==> config.mk <==
export PLATFORM = sky130hd
export DESIGN_NAME = hazard_ctrl_pipe
export DESIGN_NICKNAME = d
export VERILOG_FILES = /design/src/rtl/hazard_ctrl_pipe.sv
export SDC_FILE = /design/constraint.sdc
export NUM_CORES = 1
export LEC_CHECK = 0
export CAP_MARGIN = 20
export CORE_MARGIN = 2
export CORE_UTILIZATION = 43
export DETAILED_ROUTE_END_ITERATION = 10
export MAX_ROUTING_LAYER = met4
export PLACE_DENSITY = 0.76
export SLEW_MARGIN = 30
export SYNTH_ARGS = -nofsm -noshare
export SYNTH_HDL_FRONTEND = slang
export SYNTH_SLANG_ARGS = --single-unit
==> constraint.sdc <==
create_clock -name clock -period 1.8 [get_ports clock]
set_input_delay 0.18 -clock clock [delete_from_list [all_inputs] [get_ports clock]]
set_output_delay 0.18 -clock clock [all_outputs]
set_load 0.01 [all_outputs]
==> src/rtl/hazard_ctrl_pipe.sv <==
// hazard_ctrl_pipe: EX/MEM/WB control pipeline with load-use stall,
// BEQ flush and saturating debug counters for stall and flush events.
module hazard_ctrl_pipe #(
  parameter int CNT_W = 16
) (
  input  logic             clock,
  input  logic             reset,
  input  logic             id_mem_to_reg,
  input  logic             id_reg_write,
  input  logic             id_mem_read,
  input  logic             id_mem_write,
  input  logic             id_beq_instruction,
  input  logic             id_aluSrc,
  input  logic [1:0]       id_aluOp,
  input  logic [4:0]       id_rs1,
  input  logic [4:0]       id_rs2,
  input  logic [4:0]       id_rd,
  input  logic             ex_zero,
  output logic             ex_aluSrc_out,
  output logic [1:0]       ex_aluOp_out,
  output logic             mem_mem_read_out,
  output logic             mem_mem_write_out,
  output logic             wb_mem_to_reg_out,
  output logic             wb_reg_write_out,
  output logic [4:0]       wb_rd_out,
  output logic             stall_out,
  output logic             flush_out,
  output logic             pc_src_out,
  output logic [CNT_W-1:0] stall_count_out,
  output logic [CNT_W-1:0] flush_count_out
);

  logic       ex_mem_to_reg;
  logic       ex_reg_write;
  logic       ex_mem_read;
  logic       ex_mem_write;
  logic       ex_beq;
  logic       ex_alu_src;
  logic [1:0] ex_alu_op;
  logic [4:0] ex_rd;

  logic       mem_mem_to_reg;
  logic       mem_reg_write;
  logic       mem_mem_read;
  logic       mem_mem_write;
  logic [4:0] mem_rd;

  logic       wb_mem_to_reg;
  logic       wb_reg_write;
  logic [4:0] wb_rd;

  logic       taken;
  logic       hazard;
  logic       bubble;

  logic [CNT_W-1:0] stall_cnt;
  logic [CNT_W-1:0] flush_cnt;

  // Branch resolution and load-use detection from current EX contents
  always_comb begin
    taken  = ex_beq & ex_zero;
    hazard = ex_mem_read & (ex_rd != 5'd0) &
             ((ex_rd == id_rs1) | (ex_rd == id_rs2));
    stall_out  = hazard & ~taken;
    flush_out  = taken;
    pc_src_out = taken;
    bubble     = taken | (hazard & ~taken);
  end

  // EX register: take ID controls, or a bubble on stall or flush
  always_ff @(posedge clock or posedge reset) begin
    if (reset) begin
      ex_mem_to_reg <= 1'b0;
      ex_reg_write  <= 1'b0;
      ex_mem_read   <= 1'b0;
      ex_mem_write  <= 1'b0;
      ex_beq        <= 1'b0;
      ex_alu_src    <= 1'b0;
      ex_alu_op     <= 2'b00;
      ex_rd         <= 5'd0;
    end else if (bubble) begin
      ex_mem_to_reg <= 1'b0;
      ex_reg_write  <= 1'b0;
      ex_mem_read   <= 1'b0;
      ex_mem_write  <= 1'b0;
      ex_beq        <= 1'b0;
      ex_alu_src    <= 1'b0;
      ex_alu_op     <= 2'b00;
      ex_rd         <= 5'd0;
    end else begin
      ex_mem_to_reg <= id_mem_to_reg;
      ex_reg_write  <= id_reg_write;
      ex_mem_read   <= id_mem_read;
      ex_mem_write  <= id_mem_write;
      ex_beq        <= id_beq_instruction;
      ex_alu_src    <= id_aluSrc;
      ex_alu_op     <= id_aluOp;
      ex_rd         <= id_rd;
    end
  end

  // MEM and WB registers advance every cycle without condition
  always_ff @(posedge clock or posedge reset) begin
    if (reset) begin
      mem_mem_to_reg <= 1'b0;
      mem_reg_write  <= 1'b0;
      mem_mem_read   <= 1'b0;
      mem_mem_write  <= 1'b0;
      mem_rd         <= 5'd0;
      wb_mem_to_reg  <= 1'b0;
      wb_reg_write   <= 1'b0;
      wb_rd          <= 5'd0;
    end else begin
      mem_mem_to_reg <= ex_mem_to_reg;
      mem_reg_write  <= ex_reg_write;
      mem_mem_read   <= ex_mem_read;
      mem_mem_write  <= ex_mem_write;
      mem_rd         <= ex_rd;
      wb_mem_to_reg  <= mem_mem_to_reg;
      wb_reg_write   <= mem_reg_write;
      wb_rd          <= mem_rd;
    end
  end

  // Saturating stall and flush event counters
  always_ff @(posedge clock or posedge reset) begin
    if (reset) begin
      stall_cnt <= '0;
      flush_cnt <= '0;
    end else begin
      if (stall_out && (stall_cnt != {CNT_W{1'b1}}))
        stall_cnt <= stall_cnt + 1'b1;
      if (flush_out && (flush_cnt != {CNT_W{1'b1}}))
        flush_cnt <= flush_cnt + 1'b1;
    end
  end

  assign ex_aluSrc_out     = ex_alu_src;
  assign ex_aluOp_out      = ex_alu_op;
  assign mem_mem_read_out  = mem_mem_read;
  assign mem_mem_write_out = mem_mem_write;
  assign wb_mem_to_reg_out = wb_mem_to_reg;
  assign wb_reg_write_out  = wb_reg_write;
  assign wb_rd_out         = wb_rd;
  assign stall_count_out   = stall_cnt;
  assign flush_count_out   = flush_cnt;

endmodule

# ---- Word-level counts from Yosys, hierarchy flattened
# Cells that the tools add are included.
dict set report word_totals {
  elab_cells 42
  reg_bits 61
}
dict set report op_classes {
  eq_ne 4
  reduce_logical 3
  n_bitwise 7
  add_sub_neg 2
  n_mux 8
}
# cell count
set op_table {}
lappend op_table {{16-bit by 1-bit adder with 16-bit output, second input constant} 2}
lappend op_table {{16-bit inequality test, second input constant} 2}
lappend op_table {{5-bit equality test} 2}
lappend op_table {{1-bit 2-to-1 mux} 6}
lappend op_table {{5-bit 2-to-1 mux} 1}
lappend op_table {{5-bit nonzero test} 1}
lappend op_table {{1-bit bitwise AND} 4}
lappend op_table {{1-bit logical AND} 2}
lappend op_table {{2-bit 2-to-1 mux} 1}
lappend op_table {{1-bit OR} 2}
lappend op_table {{1-bit NOT} 1}

# ---- Logic depth before layout (Yosys ltp)
dict set report logic_depth {
  depth_word 6
  mapped_depth 6
  depth_no_buf 6
}

# ---- Least setup slack after synthesis
# OpenSTA, ideal clock, no wires.
dict set report synth_path {
  path_type {flip-flop to flip-flop}
  from {register stall_cnt[0] (netlist: stall_count_out[0])}
  to {register stall_cnt[1] (netlist: stall_count_out[1])}
  setup_slack_ns 0.016
  setup_ns 0.125
  required_time_ns 1.675
  path_buffers 0
  arrival_ns 1.660
  path_stages_with_launch 7
  path_cell_list {dfrtp_1 ha_1 nand3_1 nor4_2 nand2_2 nand3_1 mux2_2}
}
dict set report synth_between {
  elab_chain_cells 2
  word_cells_on_any_way 3
  classes_between {add/sub: 1; eq/ne: 1; reduce/logical: 1}
}
# element line
set synth_rtl {}
lappend synth_rtl {{start, declared} 56} ;# logic [CNT_W-1:0] stall_cnt;
lappend synth_rtl {{start signal, assigned} 132} ;# stall_cnt <= stall_cnt + 1'b1;
lappend synth_rtl {{branches (longest 2 deep; another with 16-bit by 1-bit adder with 16-bit output)} n/a}
# Several ways; the timed one is not identified.
# A chain may end at the register's enable or synchronous reset.

# ---- Worst setup path after layout
dict set report layout_path {
  from {register ex_rd[1]}
  to {output stall_out}
}
dict set report layout_between {
  elab_chain_cells 4
  word_cells_on_any_way 7
  classes_between {eq/ne: 2; bitwise: 4; reduce/logical: 1}
}
# element line
set layout_rtl {}
lappend layout_rtl {{start, declared} 40} ;# logic [4:0] ex_rd;
lappend layout_rtl {{start signal, assigned} 98} ;# ex_rd <= id_rd;
lappend layout_rtl {{5-bit equality test or 5-bit nonzero test (tied branches)} {63, 62}}
lappend layout_rtl {{1-bit OR or 1-bit bitwise AND (tied branches)} {63, 62}}
lappend layout_rtl {{1-bit bitwise AND *} 62} ;# hazard = ex_mem_read & (ex_rd != 5'd0) &
lappend layout_rtl {{1-bit bitwise AND *} 64} ;# stall_out = hazard & ~taken;
lappend layout_rtl {{end, declared} 26} ;# output logic stall_out,
# Every way passes the cells marked *; elsewhere a longest branch is shown, timed or not.

==> summary.md <==
| Metric | Value |
|---|---|
| Routed length per instance | `14.1 um` |
| Net Count, Synth | `247` |
| Root Driver | `clkbuf_8` |
| First-pass GRT wire length | `9210 um` |
| CTS buffer count | `9` |
| Main synth FF type | `dfrtp_1` |
| RSZ-0062 raised after global routing | `true` |
| DIE WIDTH | `81.5 um` |
| Total Nets Final | `357` |
| Sequential area share after synthesis | `59.1%` |
| Final setup margin | `-151 ps` |
| Ys Warns | `0` |
| Vias in the first global route | `1983` |
| Vias per inst | `5.05` |
| ANT cells | `0` |
| Tot GR Track Use | `19.3%` |
| Worst-case clock buffer depth | `2` |
| CP Capture Type | `output port` |
| Worst setup endpoint | `stall_out` |
| Grt ovf | `0` |
| CP arrival | `1770 ps` |
| RR Endpoint | `stall_count_out[1]` |
| Chip height | `81.5 um` |
| LEAKAGE | `1.69 nW` |
| FF+latch count, synth | `61` |
| Reg2Reg Setup Slack | `-10 ps` |
| Commonest non-fill, non-tap cell in the layout | `clkdlybuf4s50_1` |
| FF-to-FF Start | `ex_rd[1]` |
| Largest net degree at the start of global routing | `62` |
| Share of layout cells above drive strength 1 | `20.4%` |
| CTS tree | `built` |
| Hold Vio Cnt, Final | `0` |
| Slew Limit Fails | `0` |
| Max IR drop VDD | `0.623 mV` |
| Vias | `2066` |
| WP data required | `1620 ps` |
| Final Wtd Congestion | `0.887` |
| Filler cells | `439` |
| Cells after synthesis | `219` |
| Total of max-cap violations | `0` |
| Fraction of registers with async set/reset | `100%` |
| Pre-Repair DR Iteration Count | `4` |
| IO Pins | `73` |
| Worst slew margin | `77.5%` |
| Crit path max fanout | `2` |
| Post-CTS Hold Fix Bufs | `0` |
| Worst slew pin tran | `334 ps` |
| Iter 0 DRT Violations | `124` |
| DRT Wirelength | `5770 um` |
| Detail Route Antenna Nets | `0` |
| Startpoint Class | `flip-flop` |
| Final critical-path share of the clock period | `108%` |
| Fmax | `0.513 GHz` |
| Die Area | `6650 um2` |
| Final Util | `66.8%` |
| Crit Path Class | `flip-flop to output port` |
| Failing checks | `negative setup slack` |
| Core ar. | `5850 um2` |
| # port buffers | `72` |
| Post-synth EDFFs | `0` |
| Clock transition at path regs | `70 ps` |
| Initial antenna violation count | `0` |
| Power Density | `950 nW/um2` |
| Initial core utilization | `44.2%` |
| Setup Viol. Count Final | `2` |
| Clock Sink Count | `61` |
| Syn-to-layout area delta | `51.1%` |
| H-tree lvl count | `3` |
| Synth Area per Inst | `11.8 um2` |
| Commonest cells after routing, fill and taps aside | `70 x clkdlybuf4s50_1, 61 x dfrtp_1, 30 x xnor2_1` |
| Post-place setup slack | `-226 ps` |
| Crit path time final | `1950 ps` |
| Cell variety after synth | `34` |
| Hold Crit Class | `primary input to async pin` |
| Worst-Skew Late Latency | `330 ps` |
| Final HPWL DP | `3830 um` |
| Critical path startpoint | `ex_rd[1]` |
| TNS Setup | `-162 ps` |
| Worst Skew | `4.76 ps` |
| DRC viols | `0` |
| Row Count | `28` |
| Status | `complete, but fails checks` |
| Worst r2r path cells | `6` |
| Post-Syn Area | `2580 um2` |
[cell type report]
class	count	area [um2]	share of cell area, %
Multi-Input combinational cell	146	1060	27.0
Sequential cell	61	1530	39.1
Clock inverter	7	90.1	2.31
Inverter	7	26.3	0.673
Timing Repair Buffer	104	990	25.3
Clock buffer	9	124	3.17
Tap cell	75	93.8	2.40
[timing repair]
| item | CTS | global route |
|---|---|---|
| buffers inserted | 6 | 5 |
| gates cloned | 0 | 1 |
| resized for setup | 17 | 8 |
| pin swaps | 7 | 4 |
| endpoints found under the setup margin | 4 | 30 |
[cells in the mapped netlist, drive strengths merged, types with 3 or more instances]
cell,count,share of area [%]
and4,3,1.0
nand3,19,3.9
xnor2,32,11
nand4,13,3.1
nor4,4,1.2
and2,17,4.3
inv,7,1.0
dfrtp,61,59
nand2,11,1.7
nor3,6,1.2
a31oi,4,0.97
and3,8,1.9
xor2,5,1.7
a21oi,3,0.73
nor2,8,1.2
buf,5,1.5
[metal layers]
layer | wire (um) | track usage [%]
met1 | 2430 | 22.9
met3 | 310 | 4.18
met2 | 2930 | 30.8
met5 | 0 | -
met4 | 105 | 10.2
[critical path, cell delays in order (launching register included)]
cell,delay [ps]
dfrtp_1,380
or4_4,560
o21ai_4,160
nor2_2,50
and2_4,170
buf_6,110
[logic make-up (layout without fill, tap and decap cells)]
family	after synthesis	after routing	synth area share [%]
buffers and inverters	12	127	2.57
XOR/XNOR	37	37	12.5
AND/OR/NAND/NOR	92	92	20.4
adder cells (fa/ha/maj)	2	2	0.968
flip-flops	61	61	59.1
multiplexers	2	2	0.871
AO/OA/AOI/OAI	13	13	3.58
[stage by stage]
stage               instance area [um2]  instances  power, W  hold WS (ps)
floorplan                          2580        219   0.00195           309
global placement                   3530        382   0.00235           333
detailed placement                 3530        382   0.00236           335
CTS                                3830        404   0.00373           226
global route                       3910        409   0.00390           252
finish                             3910        409   0.00371           232
[report_power, final]
part / leakage [nW] / total (W) / switching [W] / internal, W
registers: 0.779 / 0.00162 / 0.000110 / 0.00151
clock network: 0.105 / 0.00131 / 0.000537 / 0.000771
logic: 0.804 / 0.000782 / 0.000311 / 0.000471
[worst min path at each step]
stage / end / slack [ps] / depth (start not counted) / startpoint
finish: wb_mem_to_reg_out / 230 / 3 / reset
global placement: wb_mem_to_reg_out / 330 / 0 / mem_mem_to_reg
global route: wb_reg_write_out / 250 / 3 / reset
detailed placement: wb_rd_out[2] / 330 / 0 / mem_rd[2]
floorplan: ex_aluOp_out[0] / 310 / 1 / id_aluOp[0]
CTS: wb_reg_write_out / 230 / 3 / reset
(Power assumes the default switching activity.)
